## src/rtl/cfg_loader_pkg.sv

```systemverilog
// Shared definitions for the configuration chain loader.
// Contents:
//   state_t      - loader FSM states
//   phase_t      - low/high half of one serial bit
//   RST_CYCLES   - length of the chain reset sequence
//   rst_clk_next - config_clk value for the next cycle of the reset sequence
package cfg_loader_pkg;

    typedef enum logic [2:0] {
        IDLE  = 3'd0,
        RST   = 3'd1,
        FETCH = 3'd2,
        SHIFT = 3'd3,
        DONE  = 3'd4
    } state_t;

    typedef enum logic {
        PH_LOW  = 1'b0,
        PH_HIGH = 1'b1
    } phase_t;

    localparam int RST_CYCLES = 4;
    localparam int RST_CNT_W  = $clog2(RST_CYCLES);

    // The reset sequence drives config_clk 0,1,0,1. The counter holds the
    // index of the current reset cycle, so the next cycle's level is the
    // inverse of the current index's LSB.
    function automatic logic rst_clk_next(input logic [RST_CNT_W-1:0] cnt);
        return ~cnt[0];
    endfunction

endpackage

```

## src/rtl/cfg_bit_serializer.sv

```systemverilog
// Serialiser for the configuration chain.
// Holds the word shift register, the count of bits left in the current word,
// the low/high bit phase and the registered config_clk / config_in pins.
// Ports:
//   clk, reset      - system clock, synchronous active-high reset
//   load, word,     - latch a new word and the number of its bits to shift
//   bits_load
//   rst_drive,      - during the chain reset sequence, drive config_clk to
//   rst_clk           rst_clk next cycle
//   shift_en        - advance the low/high bit phase (SHIFT state)
//   config_clk,     - registered chain clock and data
//   config_in
//   phase           - current bit phase
//   last_bit        - the bit being shifted is the last one of this word
module cfg_bit_serializer
    import cfg_loader_pkg::*;
#(
    parameter int WORD_W = 32,
    parameter int BIT_W  = $clog2(WORD_W + 1)
) (
    input  logic              clk,
    input  logic              reset,
    input  logic              load,
    input  logic [WORD_W-1:0] word,
    input  logic [BIT_W-1:0]  bits_load,
    input  logic              rst_drive,
    input  logic              rst_clk,
    input  logic              shift_en,
    output logic              config_clk,
    output logic              config_in,
    output phase_t            phase,
    output logic              last_bit
);

    logic [WORD_W-1:0] sr_r;
    logic [WORD_W-1:0] sr_next_s;
    logic [BIT_W-1:0]  bits_in_word_r;
    phase_t            phase_r;
    logic              config_clk_r;
    logic              config_in_r;

    assign sr_next_s  = sr_r >> 1;
    assign last_bit   = (bits_in_word_r == BIT_W'(1));
    assign config_clk = config_clk_r;
    assign config_in  = config_in_r;
    assign phase      = phase_r;

    // Shift register, bit phase and the chain pin registers.
    always_ff @(posedge clk) begin
        if (reset) begin
            sr_r           <= '0;
            bits_in_word_r <= '0;
            phase_r        <= PH_LOW;
            config_clk_r   <= 1'b0;
            config_in_r    <= 1'b0;
        end else if (load) begin
            // First bit goes out immediately so it is stable a full low phase.
            sr_r           <= word;
            bits_in_word_r <= bits_load;
            phase_r        <= PH_LOW;
            config_clk_r   <= 1'b0;
            config_in_r    <= word[0];
        end else if (rst_drive) begin
            phase_r        <= PH_LOW;
            config_clk_r   <= rst_clk;
            config_in_r    <= 1'b0;
        end else if (shift_en) begin
            case (phase_r)
                PH_LOW: begin
                    config_clk_r <= 1'b1;
                    phase_r      <= PH_HIGH;
                end
                PH_HIGH: begin
                    config_clk_r   <= 1'b0;
                    phase_r        <= PH_LOW;
                    sr_r           <= sr_next_s;
                    bits_in_word_r <= bits_in_word_r - BIT_W'(1);
                    // Unused upper bits of the final word never reach the pin.
                    config_in_r    <= last_bit ? 1'b0 : sr_next_s[0];
                end
                default: begin
                    config_clk_r <= 1'b0;
                    phase_r      <= PH_LOW;
                end
            endcase
        end else begin
            phase_r      <= PH_LOW;
            config_clk_r <= 1'b0;
            config_in_r  <= 1'b0;
        end
    end

endmodule

```

## src/rtl/cfg_chain_loader.sv

```systemverilog
// Bitstream loader for a serial CGRA configuration chain.
// Accepts configuration words on a valid/ready stream, resets the chain,
// then shifts exactly CHAIN_LEN bits (bit 0 of each word first) while
// checking that the chain tail stays zero.
// Ports:
//   clk, reset               - system clock, synchronous active-high reset
//   start                    - begin a load (honoured only when idle)
//   word_data/valid/ready    - configuration word stream
//   busy, done, err          - load status; err is sticky until next start
//   config_clk/reset/in      - registered chain drive pins
//   config_out               - chain tail, expected zero throughout a load
module cfg_chain_loader
    import cfg_loader_pkg::*;
#(
    parameter int CHAIN_LEN = 14,
    parameter int WORD_W    = 32
) (
    input  logic              clk,
    input  logic              reset,
    input  logic              start,
    input  logic [WORD_W-1:0] word_data,
    input  logic              word_valid,
    output logic              word_ready,
    output logic              busy,
    output logic              done,
    output logic              err,
    output logic              config_clk,
    output logic              config_reset,
    output logic              config_in,
    input  logic              config_out
);

    localparam int CNT_W = $clog2(CHAIN_LEN + 1);
    localparam int BIT_W = $clog2(WORD_W + 1);

    state_t               state_r;
    logic [CNT_W-1:0]     remaining_r;
    logic [RST_CNT_W-1:0] rst_cnt_r;
    logic                 busy_r;
    logic                 done_r;
    logic                 err_r;
    logic                 word_ready_r;
    logic                 config_reset_r;

    logic                 load_s;
    logic                 shift_en_s;
    logic                 bit_done_s;
    logic                 rst_drive_s;
    logic                 rst_clk_s;
    logic [BIT_W-1:0]     bits_load_s;
    phase_t               phase_s;
    logic                 last_bit_s;

    assign word_ready   = word_ready_r;
    assign busy         = busy_r;
    assign done         = done_r;
    assign err          = err_r;
    assign config_reset = config_reset_r;

    // Control strobes for the serialiser derived from the current state.
    always_comb begin
        load_s      = (state_r == FETCH) && word_valid && word_ready_r;
        shift_en_s  = (state_r == SHIFT);
        bit_done_s  = shift_en_s && (phase_s == PH_HIGH);
        rst_drive_s = 1'b0;
        rst_clk_s   = 1'b0;
        case (state_r)
            IDLE: begin
                // First reset cycle starts with config_clk low.
                rst_drive_s = start;
                rst_clk_s   = 1'b0;
            end
            RST: begin
                rst_drive_s = (rst_cnt_r != RST_CNT_W'(RST_CYCLES - 1));
                rst_clk_s   = rst_clk_next(rst_cnt_r);
            end
            default: begin
                rst_drive_s = 1'b0;
                rst_clk_s   = 1'b0;
            end
        endcase
        if (32'(remaining_r) < 32'(WORD_W)) begin
            bits_load_s = BIT_W'(remaining_r);
        end else begin
            bits_load_s = BIT_W'(WORD_W);
        end
    end

    // Loader FSM, bit budget, stream handshake and integrity flag.
    always_ff @(posedge clk) begin
        if (reset) begin
            state_r        <= IDLE;
            remaining_r    <= '0;
            rst_cnt_r      <= '0;
            busy_r         <= 1'b0;
            done_r         <= 1'b0;
            err_r          <= 1'b0;
            word_ready_r   <= 1'b0;
            config_reset_r <= 1'b0;
        end else begin
            case (state_r)
                IDLE: begin
                    done_r         <= 1'b0;
                    word_ready_r   <= 1'b0;
                    if (start) begin
                        state_r        <= RST;
                        busy_r         <= 1'b1;
                        err_r          <= 1'b0;
                        remaining_r    <= CNT_W'(CHAIN_LEN);
                        rst_cnt_r      <= '0;
                        config_reset_r <= 1'b1;
                    end else begin
                        state_r        <= IDLE;
                        busy_r         <= 1'b0;
                        config_reset_r <= 1'b0;
                    end
                end
                RST: begin
                    if (rst_cnt_r == RST_CNT_W'(RST_CYCLES - 1)) begin
                        state_r        <= FETCH;
                        rst_cnt_r      <= '0;
                        config_reset_r <= 1'b0;
                        word_ready_r   <= 1'b1;
                    end else begin
                        rst_cnt_r <= rst_cnt_r + RST_CNT_W'(1);
                    end
                end
                FETCH: begin
                    if (load_s) begin
                        state_r      <= SHIFT;
                        word_ready_r <= 1'b0;
                    end else begin
                        state_r <= FETCH;
                    end
                end
                SHIFT: begin
                    // The chain was just reset, so its tail must read zero.
                    if ((phase_s == PH_LOW) && config_out) begin
                        err_r <= 1'b1;
                    end else begin
                        err_r <= err_r;
                    end
                    if (bit_done_s) begin
                        remaining_r <= remaining_r - CNT_W'(1);
                        if (remaining_r == CNT_W'(1)) begin
                            state_r <= DONE;
                            done_r  <= 1'b1;
                        end else if (last_bit_s) begin
                            state_r      <= FETCH;
                            word_ready_r <= 1'b1;
                        end else begin
                            state_r <= SHIFT;
                        end
                    end else begin
                        state_r <= SHIFT;
                    end
                end
                DONE: begin
                    state_r <= IDLE;
                    done_r  <= 1'b0;
                    busy_r  <= 1'b0;
                end
                default: begin
                    state_r        <= IDLE;
                    busy_r         <= 1'b0;
                    done_r         <= 1'b0;
                    word_ready_r   <= 1'b0;
                    config_reset_r <= 1'b0;
                end
            endcase
        end
    end

    cfg_bit_serializer #(
        .WORD_W (WORD_W),
        .BIT_W  (BIT_W)
    ) u_ser (
        .clk        (clk),
        .reset      (reset),
        .load       (load_s),
        .word       (word_data),
        .bits_load  (bits_load_s),
        .rst_drive  (rst_drive_s),
        .rst_clk    (rst_clk_s),
        .shift_en   (shift_en_s),
        .config_clk (config_clk),
        .config_in  (config_in),
        .phase      (phase_s),
        .last_bit   (last_bit_s)
    );

endmodule

```

## config.mk

```make
export PLATFORM = sky130hd
export DESIGN_NAME = cfg_chain_loader
export DESIGN_NICKNAME = d
export VERILOG_FILES = /design/src/rtl/cfg_loader_pkg.sv /design/src/rtl/cfg_bit_serializer.sv /design/src/rtl/cfg_chain_loader.sv
export SDC_FILE = /design/constraint.sdc
export NUM_CORES = 1
export LEC_CHECK = 0
export BUFFER_PORTS_ARGS = -buffer_cell sky130_fd_sc_hd__buf_2
export CORE_MARGIN = 1
export CORE_UTILIZATION = 45
export DETAILED_ROUTE_END_ITERATION = 7
export GPL_ROUTABILITY_DRIVEN = 0
export PLACE_DENSITY = 0.7
export SYNTH_ARGS = -nofsm -noshare
export SYNTH_HDL_FRONTEND = slang
export SYNTH_SLANG_ARGS = --single-unit
export TNS_END_PERCENT = 50
```

## constraint.sdc

```tcl
create_clock -name clk -period 2.1 [get_ports clk]
set_input_delay 0 -clock clk [delete_from_list [all_inputs] [get_ports clk]]
set_output_delay 0 -clock clk [all_outputs]
set_load 0.005 [all_outputs]
```

== After elaboration in Yosys (flattened, before gate mapping) ==
Cells that the tools add are included.

* Output and inout bits: 7
* Bits in registers: 55

* Mux-type cells: 47
* Equality and inequality tests: 18
* Add/sub/neg operators: 3
* Reductions and logical operators: 22
* Bitwise logic cells: 6

{| class="wikitable"
|+ Operator list
! operator !! number
|-
| 32-bit two-way mux || 4
|-
| 4-bit two-way mux || 6
|-
| 1-bit two-way mux || 22
|-
| 3-bit AND reduction || 5
|-
| 2-bit != test, second input constant || 6
|-
| 3-bit one-hot mux with 4 select lines || 1
|-
| 1-bit one-hot mux with 2 select lines || 5
|-
| 3-bit two-way mux || 3
|-
| 3-bit OR reduction || 3
|-
| 2-bit by 1-bit != test with 1-bit output, second input constant || 4
|-
| 4-bit one-hot mux with 2 select lines || 1
|-
| 2-bit nonzero test || 4
|-
| 3-bit by 2-bit == test with 1-bit output, second input constant || 2
|-
| 6-bit by 1-bit == test with 1-bit output, second input constant || 1
|-
| 1-bit inverter || 6
|-
| 6-bit AND reduction || 1
|-
| 6-bit by 1-bit subtractor with 6-bit output, second input constant || 1
|-
| 4-bit by 1-bit == test with 1-bit output, second input constant || 1
|-
| 1-bit logical AND || 4
|-
| 2-bit two-way mux || 2
|-
| 4-bit by 2-bit != test with 1-bit output, second input constant || 1
|-
| 1-bit one-hot mux with 4 select lines || 1
|-
| 2-bit one-hot mux with 2 select lines || 1
|-
| 2-bit AND reduction || 2
|-
| other kinds (8) || 9
|}

== Longest topological paths before layout ==
Gate-level depths: netlist of the first run.

* Depth after elaboration: 6
* Mapped depth: 6
* Depth with buffers taken out: 6

== Hierarchy ==
Synthesis of the first run repeated with hierarchy kept, for this count alone.

* Cells, all modules: 320
* Area total of the unflattened synthesis: 2,581.2 µm²

{| class="wikitable"
|+ By module, submodules not included
! module !! times used !! cells an instance !! sequential area each (µm²) !! area each (µm²)
|-
| cfg_bit_serializer || 1 || 234 || 800.8 || 1,845.5
|-
| cfg_chain_loader || 1 || 86 || 280.3 || 735.7
|}

== Worst setup path after synthesis of the first run ==
Ideal clock, no wire load.

* Path kind: reg-to-reg
* From: register remaining_r[0]
* To: register word_ready_r (netlist: word_ready)
* Setup time: 132 ps
* Setup slack: 636 ps
* Data arrival time: 1,331 ps
* Path buffers: 0
* Stages on the path, launching flop included: 6
* Clock period less this slack: 1,464 ps
* Cells stage by stage: dfxtp_1 -> ha_1 -> or3b_2 -> a31oi_1 -> or4_1 -> a21oi_1

* Word-level cells in the longest chain between the ends: 3

{| class="wikitable"
|+ Ends and longest elaborated chain
! element !! line !! source
|-
| start, declared || cfg_chain_loader.sv:37 || <nowiki>logic [CNT_W-1:0] remaining_r;</nowiki>
|-
| start signal, assigned || cfg_chain_loader.sv:109 || <nowiki>remaining_r <= CNT_W'(CHAIN_LEN);</nowiki>
|-
| start signal, assigned || cfg_chain_loader.sv:144 || <nowiki>remaining_r <= remaining_r - CNT_W'(1);</nowiki>
|-
| 4-bit by 1-bit == test with 1-bit output || cfg_chain_loader.sv:145 || <nowiki>if (remaining_r == CNT_W'(1)) begin</nowiki>
|-
| 2-bit != test (no line) || -- ||
|-
| 6-bit AND reduction (no line) || -- ||
|-
| end signal, assigned || cfg_chain_loader.sv:131 || <nowiki>word_ready_r <= 1'b0;</nowiki>
|-
| end signal, assigned || cfg_chain_loader.sv:150 || <nowiki>word_ready_r <= 1'b1;</nowiki>
|-
| end signal, assigned || cfg_chain_loader.sv:167 || <nowiki>word_ready_r <= 1'b0;</nowiki>
|-
| end, declared || cfg_chain_loader.sv:42 || <nowiki>logic word_ready_r;</nowiki>
|}

Every way passes these cells.
A chain may end at the register's enable or synchronous reset.

== Worst setup path in the final report of the first run ==
* From: register state_r[2]
* To: register u_ser.bits_in_word_r[0]

* Word-level cells in the longest chain between the ends: 5

{| class="wikitable"
|+ Ends and longest elaborated chain
! element !! line !! source
|-
| start, declared || cfg_chain_loader.sv:36 || <nowiki>state_t state_r;</nowiki>
|-
| start signal, assigned || cfg_chain_loader.sv:92 || <nowiki>state_r <= IDLE;</nowiki>
|-
| start signal, assigned || cfg_chain_loader.sv:106 || <nowiki>state_r <= RST;</nowiki>
|-
| start signal, assigned || cfg_chain_loader.sv:113 || <nowiki>state_r <= IDLE;</nowiki>
|-
| parallel branches: the longest is 5 deep, another holds 3-bit by 1-bit == test with 1-bit output || -- ||
|-
| end signal, assigned || cfg_bit_serializer.sv:59 || <nowiki>bits_in_word_r <= bits_load;</nowiki>
|-
| end signal, assigned || cfg_bit_serializer.sv:77 || <nowiki>bits_in_word_r <= bits_in_word_r - BIT_W'(1);</nowiki>
|-
| end, declared || cfg_bit_serializer.sv:37 || <nowiki>logic [BIT_W-1:0] bits_in_word_r;</nowiki>
|}

Parallel ways; which one is timed is not known.

==> results by group, run 1 <==
Status
  • Status: finished clean

Worst hold path
  • Hold/Removal Path Class: in2reg

Logic synthesis
  • Mapped Nets: about 330
  • Syn Inst Count: ~290
  • Async set-reset flop share out of synthesis: 0%
  • Sequential-to-total area share from yosys stat: 44.8%
  • Yosys cell types: 45
  • Synthesis-stage register bit count: 54
  • Netlist Area Pre-Place: between 0.002 and 0.0025 mm^2
  • Mapped Avg Cell Area: 8.47 um^2
  • Ys flop type: dfxtp_1
  • Ys Warns: 0
  • Number of synthesized flops with an enable pin: 0

Power
  • Int Power: 1.58 mW
  • Peak VDD IR: between 0.5 and 0.6 mV
  • Reg power frac: 52.4%
  • Switch share: 25.2%
  • P_leak: 1.19 nW
  • Comb power frac: 14.8%
  • Clk pwr share: 32.8%
  • Cell Pwr Density: 687 mW/mm^2
  • Sw power: 0.534 mW
  • Design Power: 2.12 mW

Floorplan
  • Site Rows: 26
  • I/O pin count: 44
  • Initial core utilization: a little under half
  • Die width: between 70 and 80 um
  • DIE AREA: 0.00566 mm^2
  • Core Box Area: 0.00514 mm^2
  • Height of the chip: 75.3 um

Clock tree
  • Clock Sinks: 54
  • CTS tree: yes
  • Root buffer cell: clkbuf_8
  • Clock Latency Late Sink: 0.31 ns
  • Total CTS buffers: 5
  • Reg clk slew, reported paths: ~0.09 ns
  • Clock Tree Buf Depth: 2
  • H-tree levels: 2

Global routing
  • Total Routing Usage GR: between 20% and 30%
  • Initial antenna violation count: 0
  • Overflow left after global routing: 0
  • Vias in the first global route: 2064
  • Largest net degree at the start of global routing: 34
  • Global-route wire length before repair: between 9000 and 10000 um

Placement
  • Area post-placement: 0.00270 mm^2
  • Place WS: 0.391 ns
  • Hpwl dp: 3600 um
  • Port Buffer Count: 43
  • Placed cells: 388

Finish
  • Final net count: 394
  • Most frequent cells in the layout: dfxtp_1 (54), nand2_1 (46), buf_2 (43)
  • Design Area, Final: 0.00308 mm^2
  • Layout cell share with drive strength beyond 1: 20.1%
  • Commonest non-fill, non-tap cell in the layout: dfxtp_1
  • Final core occ: between 50% and 60%
  • N_diodes: 0
  • Area Overhead vs Synth: 27.5%
  • Post-Layout Cell Count: 423

STA
  • Fmax: 0.576 GHz
  • Worst-Margin Slew: 0.589 ns
  • Worst Skew: 0.00880 ns
  • Hold WS: 0.00714 ns
  • Slew Limit Headroom: 60.2%
  • Clock period minus worst slack: roughly 1.7 ns
  • Final Hold Fails: 0
  • Setup violations, final: 0
  • RSZ-0062 raised after global routing: no
  • Fin. max-slew vios: 0
  • PnR worst setup slack: 0.365 ns
  • Fin crit share: 82.6%
  • Setup TNS: 0 ns

Routing
  • DR WL/cell: 13.7 um
  • DR vias: ~2300
  • DRT Pass-1 Iters: 4
  • DR vias/cell: between 5 and 6
  • Initial drt markers: 165
  • Drt total wl: 5800 um
  • Routed Antenna Nets: 0
  • Number of remaining DRC errors: 0

Worst setup path
  • WP data arrival: 1.96 ns
  • Crit Path Max Fanout: 21
  • Worst-path cell chain: nor2b_1 -> and2_1 -> buf_4 -> nor3_1 -> a211oi_1
  • Crit path required time: 2.32 ns
  • Critical path class: reg2reg
  • Max incr delay on CP: approximately 0.45 ns
  • Critical Path Slowest Stage Cell: dfxtp_1
  • CP bufs+invs: 1
  • Crit end category: flop
  • CP delay by family, top: simple AND/OR/NAND/NOR gates
  • Startpoint types: flop

Flow run
  • Max-cap violations: 0
synth_stat cells, drive strengths merged (5+ instances only):
cell type,instances,area [um^2]
a211oi,5,37.5
a21oi,23,130
a22oi,14,105
a311oi,15,131
buf,16,82.6
clkbuf,5,18.8
dfxtp,54,1080
ha,5,62.6
inv,5,18.8
nand2,46,173
nor2,31,116
nor3,18,90.1
tightest hold or removal path, stage by stage:
cell and delay [ns]:
buf_2 0.08, a22oi_1 0.07, a21oi_1 0.13
cell type report:
class / instances / area [um^2]
fillers: 482 / 2060
well taps: 70 / 87.6
multi-input cells: 205 / 1210
flip-flops and latches: 54 / 1080
clock inverters: 2 / 37.5
repair buffers: 81 / 568
inverters: 5 / 18.8
clock buffers: 6 / 72.6
metal layers:
layer / global-route usage (%) / wire [um] / share of wire, % / up-vias
met5: 0 / 0 / 0 / -
met4: 8.64 / 120 / 2.1 / 0
met3: 4.82 / 232 / 4.0 / 13
met2: 35.3 / 2800 / 48 / 54
met1: 28.8 / 2650 / 46 / 1043
li1: - / - / - / 1161
power groups by stage:
stage / clock (mW) / sequential, mW / combinational (mW)
after floorplan: 0 / 1.12 / 0.181
after global placement: 0 / 1.13 / 0.269
after detailed placement: 0 / 1.13 / 0.271
after CTS: 0.715 / 1.11 / 0.310
after global routing: 0.748 / 1.12 / 0.347
final: 0.694 / 1.11 / 0.314
repair_timing:
item                                    in CTS  in global routing
endpoints found under the setup margin       0                  0
hold buffers                                27                  0
buffers inserted                             0                  0
hold endpoints to repair                    27                  0
resized for setup                            0                  0
state kept, by name, summed over array words and instances, names as in the netlist:
register and count:
busy 1, remaining_r 4, u_ser.bits_in_word_r 6, u_ser.sr_r 31, rst_cnt_r 2, u_ser.phase 1
config_reset 1, u_ser.config_in 1, word_ready 1, done 1, state_r 3, u_ser.config_clk 1
err 1
cell families (layout without fill, tap and decap cells):
kind of cell | after synthesis | in the layout | share of synthesized area (%)
xor gates and xnor gates | 2 | 2 | 0.726
and+or+nand+nor | 123 | 123 | 24.8
adders and majority gates | 5 | 5 | 2.59
AOI/OAI and AO/OA | 75 | 75 | 22.2
DFF | 54 | 54 | 44.8
buffers and inverters | 26 | 94 | 4.97
path summary, 6_finish.rpt:
kind | start | end | slack, ns | cells past startpoint
worst max register to register | state_r[2]$_SDFFE_PP0N_ | u_ser.bits_in_word_r[0]$_SDFFE_PP0P_ | 0.36 | 5
worst min register to register | u_ser.sr_r[11]$_SDFFE_PP0P_ | u_ser.sr_r[11]$_SDFFE_PP0P_ | 0.47 | 2
worst max-delay path | state_r[2]$_SDFFE_PP0N_ | u_ser.bits_in_word_r[0]$_SDFFE_PP0P_ | 0.36 | 5
worst min-delay path | word_data[1] | u_ser.sr_r[1]$_SDFFE_PP0P_ | 0.007 | 3
No activity file was read; power rests on OpenSTA's default activity.
==> inputs of run 2 (changes only) <==
--- a/config.mk
+++ b/config.mk
@@ -5,12 +5,13 @@
 export SDC_FILE = /design/constraint.sdc
 export NUM_CORES = 1
 export LEC_CHECK = 0
+export ABC_AREA = 1
 export BUFFER_PORTS_ARGS = -buffer_cell sky130_fd_sc_hd__buf_2
 export CORE_MARGIN = 1
 export CORE_UTILIZATION = 45
 export DETAILED_ROUTE_END_ITERATION = 7
 export GPL_ROUTABILITY_DRIVEN = 0
-export PLACE_DENSITY = 0.7
+export PLACE_DENSITY = 0.72
 export SYNTH_ARGS = -nofsm -noshare
 export SYNTH_HDL_FRONTEND = slang
 export SYNTH_SLANG_ARGS = --single-unit
==> constraint.sdc (replaced) <==
create_clock -name clk -period 1.4 [get_ports clk]
set_input_delay 0 -clock clk [delete_from_list [all_inputs] [get_ports clk]]
set_output_delay 0 -clock clk [all_outputs]
set_load 0.005 [all_outputs]
==> run 2 against run 1 <==
Effect of this change:
- synthesized cell count grew 21%
- routed wire length increased by 4.7%
- count of clock-buffer cells in the layout up 1
- sequential share of layout area decreased by 2.8 points
- worst setup slack worse by 0.32 ns
- largest power group unchanged
- power up 57%
- sequential power grew 53%
- critical endpoint is now u_ser.bits_in_word_r[1]$_SDFFE_PP0P_
- clock skew shrank 0.0038 ns
- non-clock buffer count up 12
==> results by group, run 2 <==
Status
  • Status: finished clean

Global routing
  • Total Routing Usage GR: 22.0%
  • Overflow left after global routing: 0
  • Initial antenna violation count: 0
  • Largest net degree at the start of global routing: 37
  • Global-route wire length before repair: between 10000 and 15000 um
  • Vias in the first global route: about 2300

STA
  • Fmax: approximately 0.74 GHz
  • Setup violations, final: 0
  • Fin. max-slew vios: 0
  • Slew Limit Headroom: 69.7%
  • Worst Skew: 0.00501 ns
  • Clock period minus worst slack: roughly 1.4 ns
  • RSZ-0062 raised after global routing: yes
  • Fin crit share: 96.8%
  • Worst-Margin Slew: between 0.4 and 0.5 ns
  • Final Hold Fails: 0

Logic synthesis
  • Most common cell in the netlist: nand2_1
  • Mapped Nets: approximately 390
  • Synthesis-stage register bit count: 54
  • Number of synthesized flops with an enable pin: 0
  • Sequential-to-total area share from yosys stat: a little over two fifths
  • Ys flop type: dfxtp_1
  • Async set-reset flop share out of synthesis: 0%
  • Area leader, netlist: dfxtp_1
  • Netlist Area Pre-Place: 0.00250 mm^2
  • Mapped Avg Cell Area: between 7 and 8 um^2
  • Synth cell count leaders: nand2_1 (109), dfxtp_1 (54), nor2_1 (37)
  • Synth area leaders: dfxtp_1 (43%), nand2_1 (16%), a31oi_1 (6.5%)
  • Synth top area share: 43.3%
  • Ys Warns: 0
  • Yosys cell types: 26
  • Syn Inst Count: between 300 and 400

Power
  • Peak VDD IR: 0.638 mV
  • P_leak: between 1 and 1.5 nW
  • Design Power: 3.31 mW
  • Cell Pwr Density: 987 mW/mm^2

Floorplan
  • Height of the chip: roughly 76 um
  • Die width: roughly 76 um
  • Initial core utilization: 47.7%
  • DIE AREA: 0.00585 mm^2
  • Core Box Area: between 0.005 and 0.006 mm^2
  • I/O pin count: 44
  • Site Rows: 26

Clock tree
  • Clock Latency Late Sink: 0.31 ns
  • Root buffer cell: clkbuf_8
  • Clock Sinks: 54
  • Total CTS buffers: 5
  • Clock Tree Buf Depth: 2
  • Reg clk slew, reported paths: ~0.1 ns
  • CTS tree: yes
  • H-tree levels: 2

Finish
  • N_diodes: 0
  • Post-Layout Cell Count: 499
  • Final net count: 470
  • Biggest register: u_ser.sr_r
  • Final core occ: 64.1%
  • Reg area: between 0.001 and 0.0015 mm^2
  • Most frequent cells in the layout: nand2_1 (106), dfxtp_1 (51), buf_2 (43)
  • Area of the multi-input gates: 0.00128 mm^2
  • Layout cell share with drive strength beyond 1: around 22%
  • Fillers: about 450
  • Biggest regs: u_ser.sr_r x31, u_ser.bits_in_word_r x6, remaining_r x4
  • Commonest non-fill, non-tap cell in the layout: nand2_1
  • Area Overhead vs Synth: 34.5%
  • Max FFs per register: 31

Worst setup path
  • Crit path required time: approximately 1.6 ns
  • Flop2flop setup slack: 0.04 ns
  • Crit Path Max Fanout: 8
  • Origin of the worst setup path: state_r[1]$_SDFFE_PP0N_
  • WP data arrival: 1.56 ns
  • Startpoint types: flop
  • Crit end category: flop
  • Critical path class: reg2reg
  • Reg-to-reg startpoint: state_r[1]$_SDFFE_PP0N_

Placement
  • Placed cells: 459
  • Port Buffer Count: 43
  • Hpwl dp: 3890 um

Worst hold path
  • Worst Hold Launch: word_data[23]
  • Hold/Removal Path Class: in2reg

Flow run
  • Max-cap violations: 0

Routing
  • DR vias: 2519
  • Initial drt markers: 192
  • DRT Pass-1 Iters: 4
  • DR WL/cell: 12.2 um
  • Routed Antenna Nets: 0
  • Drt total wl: between 6000 and 7000 um
  • DR vias/cell: 5.05
  • Number of remaining DRC errors: 0
-- run 2: logic make-up (layout without fill, tap and decap cells) --
group | count (synthesis) | in the layout | synth area share (%)
AO/OA/AOI/OAI | 54 | 54 | 12.2
buffers and inverters | 35 | 119 | 7.32
XOR/XNOR | 3 | 3 | 1.05
flip-flops | 54 | 54 | 43.3
AND/OR/NAND/NOR | 193 | 194 | 33.6
adder cells (fa/ha/maj) | 5 | 5 | 2.51
-- run 2: final timing paths --
kind | to | cells past startpoint
hold reg to reg | err$_SDFFE_PP0P_ | 2
setup / recovery | u_ser.bits_in_word_r[1]$_SDFFE_PP0P_ | 7
setup reg to reg | u_ser.bits_in_word_r[1]$_SDFFE_PP0P_ | 7
hold / removal | u_ser.sr_r[23]$_SDFFE_PP0P_ | 3
-- run 2: power breakdown --
group / switching [mW] / internal, mW / total [mW]
clock network: 0.507 / 0.401 / 0.907
registers: 0.0768 / 1.63 / 1.70
logic: 0.376 / 0.326 / 0.702
-- run 2: layout make-up --
| class | instances | share of cell area [%] |
|---|---|---|
| Multi-Input combinational cell | 256 | 38.2 |
| Sequential cell | 54 | 32.3 |
| Timing Repair Buffer | 93 | 22.1 |
| Tap cell | 70 | 2.61 |
| Clock buffer | 7 | 2.57 |
| Inverter | 18 | 2.09 |
| Clock inverter | 1 | 0.149 |
-- run 2: worst max-delay path: stages, from the launching register on --
cell	delay [ns]
dfxtp_2	0.43
nand3_4	0.14
nor2_8	0.17
buf_12	0.15
nor2_4	0.05
buf_4	0.14
nor2_1	0.12
nor2_1	0.06
-- run 2: routing by layer --
| metal | global-route usage, % | vias to the layer above | wire (um) |
|---|---|---|---|
| met4 | 10.2 | 0 | 129 |
| li1 | - | 1306 | - |
| met3 | 3.83 | 9 | 254 |
| met5 | 0 | - | 0 |
| met2 | 36.8 | 62 | 2890 |
| met1 | 27.5 | 1142 | 2800 |
-- run 2: stage by stage --
step           TNS, ns  hold WS [ns]  worst slack (ns)  cell area (um^2)
2_1_floorplan        0         0.139            0.0953              2500
3_3_place_gp         0         0.251            0.0324              2860
3_5_place_dp         0         0.252           0.00918              2860
4_1_cts              0        0.0313          0.000646              3230
5_1_grt         -0.195        0.0592           -0.0610              3360
6_report             0        0.0267            0.0447              3360
-- run 2: timing repair --
action / in CTS / in global routing
buffers inserted: 0 / 4
cloned: 0 / 1
resized for setup: 1 / 15
endpoints found under the setup margin: 10 / 38
pin swaps: 1 / 3
hold buffers: 27 / 0
hold endpoints to repair: 27 / 0
